===== src/rtl/seq_div.sv =====
// seq_div: sequential unsigned restoring divider, one quotient bit per clock.
//
// Ports:
//   clk          rising-edge clock for all state
//   rst_n        asynchronous active-low reset
//   start        operation request, accepted only while ready=1
//   dividend     n-bit unsigned dividend, captured on an accepted start
//   divisor      n-bit unsigned divisor, captured on an accepted start
//   ready        1 in IDLE and DONE (a start is accepted)
//   busy         1 while iterating (RUN)
//   done         one-cycle pulse when quotient/remainder become valid
//   quotient     result, held until the next result is loaded
//   remainder    result, held until the next result is loaded
//   div_by_zero  1 with the results of a divide by zero
module seq_div #(
  parameter int n = 32
) (
  input  logic         clk,
  input  logic         rst_n,
  input  logic         start,
  input  logic [n-1:0] dividend,
  input  logic [n-1:0] divisor,
  output logic         ready,
  output logic         busy,
  output logic         done,
  output logic [n-1:0] quotient,
  output logic [n-1:0] remainder,
  output logic         div_by_zero
);

  localparam int CW = $clog2(n + 1);

  typedef enum logic [1:0] {IDLE, RUN, DONE} state_t;

  state_t          state;
  logic [n:0]      a_reg;    // partial remainder
  logic [n-1:0]    q_reg;    // dividend shifting out, quotient shifting in
  logic [n-1:0]    m_reg;    // divisor
  logic [CW-1:0]   cnt_reg;  // iterations left

  // One restoring step: S = {A, next dividend bit}, trial D = S - M.
  logic [n:0]   s_val;
  logic [n:0]   m_ext;
  logic [n:0]   d_val;
  logic [n+1:0] borrow;
  logic         bout;
  logic [n:0]   a_step;
  logic [n-1:0] q_step;

  assign s_val     = {a_reg[n-1:0], q_reg[n-1]};
  assign m_ext     = {1'b0, m_reg};
  assign borrow[0] = 1'b0;

  // Ripple-borrow subtractor, one full-subtractor cell per bit.
  genvar gi;
  generate
    for (gi = 0; gi <= n; gi++) begin : g_sub
      assign d_val[gi]    = s_val[gi] ^ m_ext[gi] ^ borrow[gi];
      assign borrow[gi+1] = (~s_val[gi] & m_ext[gi]) |
                            (~(s_val[gi] ^ m_ext[gi]) & borrow[gi]);
    end
  endgenerate

  // A borrow out means S < M: keep S (restore) and shift in a 0.
  assign bout   = borrow[n+1];
  assign a_step = bout ? s_val : d_val;
  assign q_step = {q_reg[n-2:0], ~bout};

  // After every step A < M, so the top bit of A never carries information.
  logic unused_a_msb;
  assign unused_a_msb = a_reg[n];

  always_ff @(posedge clk or negedge rst_n) begin
    if (!rst_n) begin
      state       <= IDLE;
      a_reg       <= '0;
      q_reg       <= '0;
      m_reg       <= '0;
      cnt_reg     <= '0;
      ready       <= 1'b1;
      busy        <= 1'b0;
      done        <= 1'b0;
      quotient    <= '0;
      remainder   <= '0;
      div_by_zero <= 1'b0;
    end else begin
      done <= 1'b0;
      case (state)
        IDLE, DONE: begin
          if (start) begin
            if (divisor == '0) begin
              // No iteration: report all-ones quotient right away.
              state       <= DONE;
              done        <= 1'b1;
              quotient    <= '1;
              remainder   <= dividend;
              div_by_zero <= 1'b1;
            end else begin
              state   <= RUN;
              ready   <= 1'b0;
              busy    <= 1'b1;
              a_reg   <= '0;
              q_reg   <= dividend;
              m_reg   <= divisor;
              cnt_reg <= CW'(n);
            end
          end else begin
            state <= IDLE;
          end
        end
        RUN: begin
          a_reg   <= a_step;
          q_reg   <= q_step;
          cnt_reg <= cnt_reg - 1'b1;
          if (cnt_reg == CW'(1)) begin
            // Last step: publish this step's values directly.
            state       <= DONE;
            ready       <= 1'b1;
            busy        <= 1'b0;
            done        <= 1'b1;
            quotient    <= q_step;
            remainder   <= a_step[n-1:0];
            div_by_zero <= 1'b0;
          end
        end
        default: begin
          state <= IDLE;
          ready <= 1'b1;
          busy  <= 1'b0;
        end
      endcase
    end
  end

endmodule


===== config.mk =====
export PLATFORM = sky130hd
export DESIGN_NAME = seq_div
export DESIGN_NICKNAME = d
export VERILOG_FILES = /design/src/rtl/seq_div.sv
export SDC_FILE = /design/constraint.sdc
export NUM_CORES = 1
export LEC_CHECK = 0
export ABC_AREA = 1
export ABC_CLOCK_PERIOD_IN_PS = 27700
export BUFFER_PORTS_ARGS = -buffer_cell sky130_fd_sc_hd__buf_2
export CAP_MARGIN = 15
export CORE_AREA = 2 2 173 175
export DETAILED_ROUTE_END_ITERATION = 12
export DIE_AREA = 0 0 175 177
export PLACE_DENSITY_LB_ADDON = 0.1
export SLEW_MARGIN = 20
export SYNTH_ARGS = -nofsm -noshare
export SYNTH_HDL_FRONTEND = slang
export SYNTH_SLANG_ARGS = --single-unit

===== constraint.sdc =====
create_clock -name clk -period 27.7 [get_ports clk]
set_input_delay 2.77 -clock clk [delete_from_list [all_inputs] [get_ports clk]]
set_output_delay 2.77 -clock clk [all_outputs]
set_load 0.005 [all_outputs]

# Word level (Yosys, flattened, before mapping)
# Cells that the tools add are included.
[totals] register_bits=172 latch_bits=0 ram_bits=0 rom_bits=0 inputBits=67 output_inout_bits=68 elab_cells=288 n_memories=0
[classes] addsub=1 mul=0 n_div=0 n_lt_le_gt_ge=0 eq_ne=7 shifts=0 mux=37 bitwise=224 reduce_logical=8
[ops] operator="$mux 32" count=11
[ops] operator="$pmux 32 s2" count=4
[ops] operator="$not 1->1" count=66
[ops] operator="$and 1x1->1" count=64
[ops] operator="$xor 1x1->1" count=63
[ops] operator="$logic_not 32->1" count=1
[ops] operator="$or 1x1->1" count=31
[ops] operator="$mux 6" count=2
[ops] operator="$pmux 6 s2" count=1
[ops] operator="$mux 1" count=11
[ops] operator="$reduce_and 3->1" count=3
[ops] operator="$ne 2x2->1 const B" count=4
[ops] operator="$pmux 1 s2" count=4
[ops] operator="$eq 6x1->1 const B" count=1
[ops] operator="$mux 2" count=3
[ops] operator="$sub 6x1->6 const B" count=1
[ops] operator="$pmux 2 s2" count=1
[ops] operator="$reduce_and 4->1" count=1
[ops] operator="$eq 2x1->1 const B" count=1
[ops] operator="$eq 2x2->1 const B" count=1
[ops] operator="$logic_not 2->1" count=1
[ops] operator="$reduce_bool 2->1" count=1
[ops] operator="$reduce_or 2->1" count=1

# Logic depth before layout (Yosys ltp)
# Gate-level depths: netlist of the first run.
[logic_depth] word_depth=68 ltp_mapped=42 depth_no_buf=41

# Worst setup path before layout of the first run
# No wires, ideal clock.
[synth_path] path_kind="reg-to-reg" from="register q_reg[31]" to="register remainder[2]" setup_ps=117 t_arrival_ps=13031 required_time_ps=27583 setup_slack_ps=14552 path_stages_with_launch=43 path_buffers=1 synth_period_minus_slack_ps=13148 path_cell_list="dfrtp_1 inv_1 ha_1 fa_1 fa_1 fa_1 fa_1 fa_1 fa_1 fa_1 fa_1 fa_1 fa_1 fa_1 fa_1 fa_1 fa_1 fa_1 (+7 left out) fa_1 fa_1 fa_1 fa_1 fa_1 fa_1 fa_1 fa_1 fa_1 inv_1 nor2_2 inv_1 nor2_2 buf_2 a21oi_1 nand2_1 nand2_1 nand2_1"
[synth_between] elab_chain_cells=68 word_cells_on_any_way=69 cone_classes="mux (3); bitwise (66)"
[synth_lines] item="from (decl)" line_no="37" source="logic [n-1:0] q_reg;"
[synth_lines] item="from (signal assigned)" line_no="103" source="q_reg <= dividend;"
[synth_lines] item="from (signal assigned)" line_no="113" source="q_reg <= q_step;"
[synth_lines] item="$not 1->1 (*)" line_no="59" source="assign borrow[gi+1] = (~s_val[gi] & m_ext[gi]) |"
[synth_lines] item="$and 1x1->1 (*)" line_no="59"
[synth_lines] item="$and 1x1->1 (*)" line_no="60" source="(~(s_val[gi] ^ m_ext[gi]) & borrow[gi]);"
[synth_lines] item="$or 1x1->1 (*)" line_no="59"
[synth_lines] item="$and 1x1->1" line_no="60"
[synth_lines] item="$or 1x1->1" line_no="59"
[synth_lines] item="$and 1x1->1" line_no="60"
[synth_lines] item="$or 1x1->1" line_no="59"
[synth_lines] item="(+52 left out)"
[synth_lines] item="$and 1x1->1" line_no="60"
[synth_lines] item="$or 1x1->1" line_no="59"
[synth_lines] item="$and 1x1->1" line_no="60"
[synth_lines] item="$or 1x1->1" line_no="59"
[synth_lines] item="$and 1x1->1" line_no="60"
[synth_lines] item="$mux 32 (*)" line_no="66" source="assign a_step = bout ? s_val : d_val;"
[synth_lines] item="$mux 32 (*)" line_no="115" source="if (cnt_reg == CW'(1)) begin"
[synth_lines] item="$pmux 32 s2 (*)" line_no="88" source="case (state)"
[synth_lines] item="to (signal assigned)" line_no="96" source="remainder <= dividend;"
[synth_lines] item="to (signal assigned)" line_no="122" source="remainder <= a_step[n-1:0];"
[synth_lines] item="to (decl)" line_no="27" source="output logic [n-1:0] remainder,"
# Every way passes the cells marked *; elsewhere a longest branch is shown, timed or not. The select of a mux whose other input is x is not followed.
# A chain may end at the register's enable or synchronous reset.

# Worst setup path after layout of the first run
[layout_path] from="register q_reg[31]" to="register remainder[12]"
[layout_between] elab_chain_cells=68 word_cells_on_any_way=69 cone_classes="mux (3); bitwise (66)"
[layout_lines] item="$not 1->1 (*)" line_no="59"
[layout_lines] item="$and 1x1->1 (*)" line_no="59"
[layout_lines] item="$and 1x1->1 (*)" line_no="60"
[layout_lines] item="$or 1x1->1 (*)" line_no="59"
[layout_lines] item="$and 1x1->1 (*)" line_no="60"
[layout_lines] item="$or 1x1->1 (*)" line_no="59"
[layout_lines] item="$and 1x1->1 (*)" line_no="60"
[layout_lines] item="$or 1x1->1 (*)" line_no="59"
[layout_lines] item="(+52 left out)"
[layout_lines] item="$and 1x1->1" line_no="60"
[layout_lines] item="$or 1x1->1" line_no="59"
[layout_lines] item="$and 1x1->1" line_no="60"
[layout_lines] item="$or 1x1->1" line_no="59"
[layout_lines] item="$and 1x1->1" line_no="60"
[layout_lines] item="$mux 32 (*)" line_no="66"
[layout_lines] item="$mux 32 (*)" line_no="115"
[layout_lines] item="$pmux 32 s2 (*)" line_no="88"
# Marked as above.

==> results by group, run 1 <==
CTS
  • Post-CTS Resized: 0
  • Clock latency on the worst-skew pair: 0.43 ns
  • CTS buffer count: 17
  • Root Buffer: clkbuf_16
  • H-tree depth: 4
  • Clk slew on worst S/H paths: 0.07 ns
  • CTS tree: built
  • Clock Tree Buf Depth: 2
  • # hold bufs at CTS: 0
  • Post-CTS setup repair buffer count: 0
  • Num Clock Sinks: 172

Logic synthesis
  • Synth top area cells: dfrtp_1, nand2_1, nand3_1, fa_1, inv_1
  • Number of synthesized flops with an enable pin: 0
  • Mapped Nets: 1,165
  • Synth Register Bits: 172
  • Synth top cells by count: nand2_1, dfrtp_1, nand3_1
  • Mapped Area: 8640 um^2
  • Synth cell types: 25
  • Post-synth ARST share: 1.00
  • Most common cell in the netlist: nand2_1
  • Ys flop type: dfrtp_1
  • Yosys top cell by area: dfrtp_1
  • Synth Instances: 1,064
  • Post-synthesis sequential area ratio: 0.498
  • Yosys warnings: 0
  • Syn_area_per_cell: 8.12 um^2
  • Top cell type's share of synthesized area: 0.495

Timing
  • Layout Skew: 0.0111 ns
  • Worst-Margin Slew: 0.982 ns
  • Final setup violation count: 0
  • RSZ-0062 raised after global routing: false
  • Hold_ws: 0.472 ns
  • Min Clock Period, post-route: 14.14 ns
  • Ratio of final minimum period to clock period: 0.510
  • Fmax: 70.7 MHz
  • Slew Viols, Final: 0
  • Final Hold Viols: 0
  • Setup TNS: 0 ns
  • Max-Slew Margin vs Limit: 0.345

Routing
  • Post-route ant nets: 0
  • DRT iter0 DRCs: 360
  • DR vias/cell: 4.57
  • Routed wire length: 26,800 um
  • Via count: 7,146
  • First-pass DRT Iterations: 5
  • Routed len/inst: 17.1 um
  • DRC Markers: 0

Global routing
  • First-pass GRT wire length: 43,300 um
  • Tot GR Track Use: 0.182
  • Initial antenna violation count: 0
  • Grt ovf: 0
  • Largest net degree at the start of global routing: 101
  • Vias in the first global route: 7,581

Pwr
  • Worst vdd rail ir drop: 0.0499 mV
  • Power density over the cells: 131 nW/um^2
  • P_leak: 5.36 nW

Floorplan
  • Die H: 177 um
  • Area of the core: 29,200 um^2
  • Die Wd: 175 um
  • IO Pins: 135
  • Site row count: 63
  • Die ar.: 31,000 um^2
  • Initial core utilization: 0.295

Final layout
  • # diodes: 0
  • Layout cells sized above 1: 0.159
  • Fill cells: 3,160
  • Area Growth Syn to Fin: 16.7%
  • Layout Nets: 1,263

Setup path
  • Worst Path Arrival: 14.46 ns
  • CP max stage cell: fa_1
  • Crit end category: flip-flop
  • Worst r2r src: q_reg[31]
  • Critical path data required time: 28.02 ns
  • R2R Setup Slk: 13.56 ns
  • Type of origin of the critical path: flip-flop
  • Crit path top cell by count: fa_1
  • CP Max Fanout: 34
  • Depth of the most critical reg-to-reg path: 43
  • Kind of critical path: reg -> reg
  • Crit path largest cell delay: 0.41 ns
  • Reg2Reg Capture Point: remainder[12]

Placement
  • GPL Wtd Cong: 0.735
  • IO buf count: 134
  • HPWL Detailed: 17,700 um

Job
  • Max_cap viols: 0

Worst hold path
  • Hold EP: ready
  • WHS Path Cells: 2
  • Hold Path Class: reg -> reg
  • Hold wc startpoint: ready

Outcome
  • Outcome: complete, no violations
[cell type report]
type                    count  area (um^2)  area share
clock inverters            12         90.1     0.00893
clock buffers              19          453      0.0449
well taps                 390          488      0.0484
repair buffers            144          758      0.0752
inverters                  76          285      0.0283
multi-input cells         751         3700       0.367
flip-flops and latches    172         4310       0.427
[critical path, delay by kind of cell, from the launching register on]
| kind | cells | cell delay, ns |
|---|---|---|
| AOI/OAI and AO/OA | 1 | 0.31 |
| DFF | 1 | 0.37 |
| adders and majority gates | 32 | 12.32 |
| and+or+nand+nor | 5 | 0.27 |
| buffers and inverters | 5 | 0.72 |
[worst max path at each step]
stage	slack, ns	startpoint	cells past startpoint	end
after floorplan	14.55	q_reg[31]	42	remainder[2]
after global placement	13.63	q_reg[31]	43	remainder[12]
after detailed placement	13.53	q_reg[31]	43	remainder[12]
after CTS	13.53	q_reg[31]	43	remainder[12]
after global routing	13.00	q_reg[31]	43	remainder[9]
final	13.56	q_reg[31]	43	remainder[12]
[kinds of logic after synthesis]
group | count (synthesis) | synth area share
buf+inv | 141 | 0.0763
compound gates | 70 | 0.0416
xor+xnor | 1 | 0.00101
flops | 172 | 0.498
fa+ha+maj | 34 | 0.0762
simple gates | 646 | 0.306
[power breakdown]
part	switching [mW]	total, mW	internal, mW
clock	0.108	0.228	0.120
sequential	0.0884	0.463	0.375
combinational	0.385	0.630	0.245
[metal layers]
layer	vias to the layer above	wire length, um	GRT usage
met2	125	13400	0.315
met1	3480	12200	0.237
met4	0	284	0.0389
met3	11	934	0.0339
met5	-	0	0
li1	3530	-	-
[per-stage QoR]
| stage | util | total power, mW | instances | cell area, um^2 | setup WS, ns |
|---|---|---|---|---|---|
| after floorplan | - | 0.902 | 1064 | 8640 | 14.55 |
| after global placement | 0.326 | 1.11 | 1533 | 9540 | 13.63 |
| after detailed placement | 0.326 | 1.11 | 1533 | 9540 | 13.53 |
| after CTS | 0.345 | 1.35 | 1564 | 10100 | 13.53 |
| after global routing | 0.345 | 1.47 | 1564 | 10100 | 13.00 |
| final | 0.345 | 1.32 | 1564 | 10100 | 13.56 |
[placed cells by master (no fill, tap or decap), types with 2 or more instances in the layout]
master,count
clkbuf_8,3
nand2_1,442
nor2_1,28
clkinv_2,3
clkinvlp_4,3
inv_2,2
clkinv_4,3
fa_1,31
inv_1,74
buf_4,9
nor4_1,2
buf_2,133
a21oi_1,33
o21ai_0,32
inv_6,3
nor3_1,33
nand2_4,2
dfrtp_1,171
clkbuf_16,17
nand3_1,133
ha_1,3
nor2_2,4
No activity file was read; power rests on OpenSTA's default activity.
==> run 2: changes to the inputs <==
- ABC_AREA: 1 -> 0
- ABC_CLOCK_PERIOD_IN_PS: 27700 -> 12080
- CORE_AREA: 2 2 173 175 -> 2 2 167 169
- DIE_AREA: 0 0 175 177 -> 0 0 169 171
- clock period: 27.7 -> 12.08 ns (I/O delays scaled with it)
==> results by group, run 2 <==
Outcome
  • Outcome: complete, but fails checks
  • Failing checks: setup timing

Logic synthesis
  • Post-synthesis sequential area ratio: 0.538
  • Synth cell types: 40
  • Yosys top cell by area: dfrtp_1
  • Synth top area cells: dfrtp_1, fa_1, mux2_2, o22a_1, o21ai_0
  • Most common cell in the netlist: dfrtp_1
  • Ys flop type: dfrtp_1
  • Top cell type's share of synthesized area: 0.535
  • Number of synthesized flops with an enable pin: 0
  • Mapped Area: 8000 um^2
  • Yosys warnings: 0
  • Mapped Nets: 804
  • Synth Instances: 703
  • Synth top cells by count: dfrtp_1, nand2_1, o21ai_0
  • Syn_area_per_cell: 11.4 um^2
  • Post-synth ARST share: 1.00
  • Synth Register Bits: 172

Setup path
  • Reg2Reg Capture Point: remainder[23]
  • Crit end category: flip-flop
  • Critical path data required time: 12.39 ns
  • Crit path largest cell delay: 0.42 ns
  • CP Max Fanout: 7
  • R2R Setup Slk: -0.38 ns
  • Worst Path Arrival: 12.77 ns
  • Depth of the most critical reg-to-reg path: 39
  • CP max stage cell: dfrtp_1
  • Crit path top cell by count: fa_2
  • Kind of critical path: reg -> reg
  • Type of origin of the critical path: flip-flop
  • Worst r2r src: m_reg[0]

Floorplan
  • Die ar.: 28,900 um^2
  • IO Pins: 135
  • Area of the core: 27,300 um^2
  • Die Wd: 169 um
  • Initial core utilization: 0.293
  • Die H: 171 um
  • Site row count: 61

CTS
  • Clock Tree Buf Depth: 2
  • # hold bufs at CTS: 0
  • CTS tree: built
  • H-tree depth: 4
  • CTS buffer count: 17
  • Root Buffer: clkbuf_16
  • Num Clock Sinks: 172
  • Clk slew on worst S/H paths: 0.07 ns
  • Clock latency on the worst-skew pair: 0.43 ns

Worst hold path
  • Hold Path Class: reg -> reg
  • Hold EP: busy
  • WHS Path Cells: 1
  • Hold wc startpoint: busy

Final layout
  • Most frequent cells in the layout: dfrtp_1, buf_2, nand2_1
  • Most common cell after layout, fill and taps aside: dfrtp_1
  • Layout cells sized above 1: 0.454
  • Area Growth Syn to Fin: 37.3%
  • Layout Nets: 976

Placement
  • IO buf count: 134
  • GPL Wtd Cong: 0.801
  • HPWL Detailed: 15,800 um

Timing
  • Max-Slew Margin vs Limit: 0.289
  • Fin worst setup slack: -0.384 ns
  • Ratio of final minimum period to clock period: 1.03
  • Min Clock Period, post-route: 12.46 ns
  • Setup TNS: -20.07 ns
  • Layout Skew: 0.0104 ns
  • Worst-Margin Slew: 1.06 ns
  • Slew Viols, Final: 0
  • RSZ-0062 raised after global routing: true
  • Fmax: 80.2 MHz
  • Final setup violation count: 66
  • Final Hold Viols: 0

Routing
  • Via count: 6,126
  • Post-route ant nets: 0
  • Routed len/inst: 19.4 um
  • DR vias/cell: 4.96
  • DRT iter0 DRCs: 386
  • First-pass DRT Iterations: 5
  • DRC Markers: 0
  • Routed wire length: 23,900 um

Global routing
  • First-pass GRT wire length: 37,900 um
  • Largest net degree at the start of global routing: 99
  • Vias in the first global route: 6,376
  • Initial antenna violation count: 2
  • Grt ovf: 0
  • Tot GR Track Use: 0.171

Job
  • Max_cap viols: 0
[run 2: cell types whose count changed after synthesis, sizes merged, moves of 20 or more]
cell and delta:
inv -39, nor3 -30, nand2 -383, a22oi +31, o21ai +31, nand3 -112, mux2 +46, o22a +32
buf -23, a21o +20
[run 2: per-stage QoR]
| stage | worst slack, ns | area [um^2] | utilization | hold WS, ns | cells |
|---|---|---|---|---|---|
| after global placement | -0.544 | 9370 | 0.343 | 0.455 | 1170 |
| after detailed placement | -0.604 | 9370 | 0.343 | 0.463 | 1170 |
| after CTS | -0.407 | 10800 | 0.395 | 0.477 | 1229 |
| after global routing | -0.717 | 11000 | 0.402 | 0.500 | 1235 |
| after floorplan | 0.0251 | 8200 | - | 0.441 | 703 |
| final | -0.384 | 11000 | 0.402 | 0.474 | 1235 |
[run 2: worst max-delay path by stage]
stage | start | end | depth (start not counted)
6_report | m_reg[0] | remainder[23] | 39
5_1_grt | a_reg[0] | a_reg[5] | 39
4_1_cts | m_reg[0] | a_reg[28] | 40
3_5_place_dp | q_reg[31] | remainder[30] | 39
3_3_place_gp | q_reg[31] | remainder[30] | 39
2_1_floorplan | q_reg[31] | remainder[23] | 39
[run 2: final cells by class]
cell class,instances,area [um^2]
sequential,172,4310
inverter,37,144
timing repair buffer,206,1480
fill,2655,16300
clock inverter,12,139
tap,346,433
clock buffer,19,443
multi-input combinational,441,4030
antenna,2,5.00
[run 2: what timing repair did]
action	CTS	global route
buffers inserted	24	8
resized for setup	147	45
cloned	5	0
pin swaps	38	32
endpoints found under the setup margin	66	66
[run 2: cells by family after synthesis]
group | synth area share
muxes | 0.0648
and+or+nand+nor | 0.0785
DFF | 0.538
adders and majority gates | 0.0823
buffers and inverters | 0.0508
AOI/OAI and AO/OA | 0.183
xor gates and xnor gates | 0.00219
[run 2: critical path, delay by kind of cell, from the launching register on]
kind                     cells  cell delay, ns
multiplexers                 1            0.28
AND/OR/NAND/NOR              2            0.18
buffers and inverters        2            0.29
adder cells (fa/ha/maj)     32           11.00
flip-flops                   1            0.42
AO/OA/AOI/OAI                2            0.17
[run 2: layer usage]
metal  wire length, um  vias to the layer above  global-route usage
met2             11100                      110               0.265
met1             11500                     3162               0.244
li1                  -                     2827                   -
met5                 0                        -                   0
met3               790                       27              0.0243
met4               490                        0              0.0598
Power of run 2 is left out: the tool's default activity adds up to more than one toggle a clock period on the data nets, which glitch-free logic cannot reach.
==> run 3: changes to the inputs <==
- SKIP_LAST_GASP: not set -> 1
==> results by group, run 3 (same netlist as run 2, synthesis figures left out) <==
Outcome
  • Outcome: complete, but fails checks
  • Failing checks: setup timing

Global routing
  • Tot GR Track Use: 0.170
  • Largest net degree at the start of global routing: 99
  • Grt ovf: 0
  • First-pass GRT wire length: 37,900 um
  • Vias in the first global route: 6,395
  • Initial antenna violation count: 2

CTS
  • Root Buffer: clkbuf_16
  • Clk slew on worst S/H paths: 0.07 ns
  • Clock latency on the worst-skew pair: 0.43 ns
  • CTS tree: built
  • H-tree depth: 4
  • CTS buffer count: 17
  • Num Clock Sinks: 172
  • Clock Tree Buf Depth: 2
  • # hold bufs at CTS: 0

Floorplan
  • Die Wd: 169 um
  • IO Pins: 135
  • Die ar.: 28,900 um^2
  • Die H: 171 um
  • Area of the core: 27,300 um^2
  • Site row count: 61
  • Initial core utilization: 0.293

Worst hold path
  • Hold Path Class: reg -> reg

Routing
  • First-pass DRT Iterations: 4
  • Via count: 6,147
  • DR vias/cell: 4.99
  • DRC Markers: 0
  • Post-route ant nets: 0
  • Routed met2 length: 11,100 um
  • Routed wire length: 23,900 um
  • Top Layer Used: met4
  • Routed len/inst: 19.4 um
  • DR WL met3: 773 um
  • WL met1: 11,500 um
  • DRT iter0 DRCs: 363

Timing
  • Fmax: 80.2 MHz
  • Hold_ws: 0.476 ns
  • Layout Skew: 0.0111 ns
  • Ratio of final minimum period to clock period: 1.03
  • Max-Slew Margin vs Limit: 0.284
  • Worst-Margin Slew: 1.07 ns
  • Fin worst setup slack: -0.391 ns
  • Final setup violation count: 66
  • Min Clock Period, post-route: 12.47 ns
  • RSZ-0062 raised after global routing: true
  • Final Hold Viols: 0
  • Slew Viols, Final: 0

Placement
  • IO buf count: 134
  • GPL Wtd Cong: 0.801
  • HPWL Detailed: 15,800 um

Setup path
  • CP max stage cell: dfrtp_1
  • Crit end category: flip-flop
  • Critical path data required time: 12.39 ns
  • Kind of critical path: reg -> reg
  • Worst Path Arrival: 12.78 ns
  • CP Max Fanout: 8
  • Crit path largest cell delay: 0.42 ns
  • Crit path top cell by count: fa_2
  • Type of origin of the critical path: flip-flop

Final layout
  • Most common cell after layout, fill and taps aside: dfrtp_1
  • Layout cells sized above 1: 0.457
  • Most frequent cells in the layout: dfrtp_1, buf_2, nand2_1
  • Fill cells: 2,652
  • Area Growth Syn to Fin: 37.5%
  • Layout Nets: 973
  • Multi-input logic area: 4070 um^2
  • FF+latch area: 4310 um^2

Job
  • Max_cap viols: 0
-- run 3: cell count changes in the layout (fill, tap and decap cells not counted), sizes merged --
cell,change
buf,-3
-- run 3: final timing paths --
path                       slack, ns       endpoint      from  cells past startpoint
setup reg to reg               -0.39  remainder[10]  m_reg[0]                     39
min in group asynchronous       0.72       m_reg[7]     rst_n                      1
setup / recovery               -0.39  remainder[10]  m_reg[0]                     39
hold reg to reg                 0.48           busy      busy                      1
hold / removal                  0.48           busy      busy                      1
max in group asynchronous      10.09   remainder[0]     rst_n                      2
-- run 3: worst max-delay path: cells and delay by family, from the launching register on --
kind	cells	cell delay [ns]
buf+inv	2	0.28
flops	1	0.42
compound gates	2	0.17
simple gates	2	0.18
fa+ha+maj	32	11.02
mux	1	0.29
-- run 3: stage by stage --
stage / utilization / worst slack, ns / instance area, um^2 / TNS (ns) / instances
finish: 0.403 / -0.391 / 11000 / -19.91 / 1232
global route: 0.403 / -0.710 / 11000 / -41.03 / 1232
CTS: 0.394 / -0.422 / 10800 / -21.50 / 1229
detailed placement: 0.343 / -0.604 / 9370 / -28.64 / 1170
global placement: 0.343 / -0.544 / 9370 / -24.58 / 1170
floorplan: - / 0.0251 / 8200 / 0 / 703
-- run 3: final cells by class --
cell class / count / share of cell area
Sequential cell: 172 / 0.391
Multi-Input combinational cell: 441 / 0.370
Timing Repair Buffer: 203 / 0.133
Clock buffer: 19 / 0.0403
Tap cell: 346 / 0.0394
Inverter: 37 / 0.0131
Clock inverter: 12 / 0.0126
Antenna cell: 2 / 0.000455
-- run 3: layer usage --
layer,GRT usage,up-vias
li1,-,2814
met1,0.242,3184
met2,0.264,121
met3,0.0268,28
met4,0.0598,0
met5,0,-
-- run 3: repair_timing --
action,CTS,global route
hold endpoints to repair,0,0
endpoints found under the setup margin,66,66
pin swaps,38,28
gates cloned,5,0
gates resized for setup,138,59
buffers inserted,24,6
Power of run 3 is left out for the same reason.
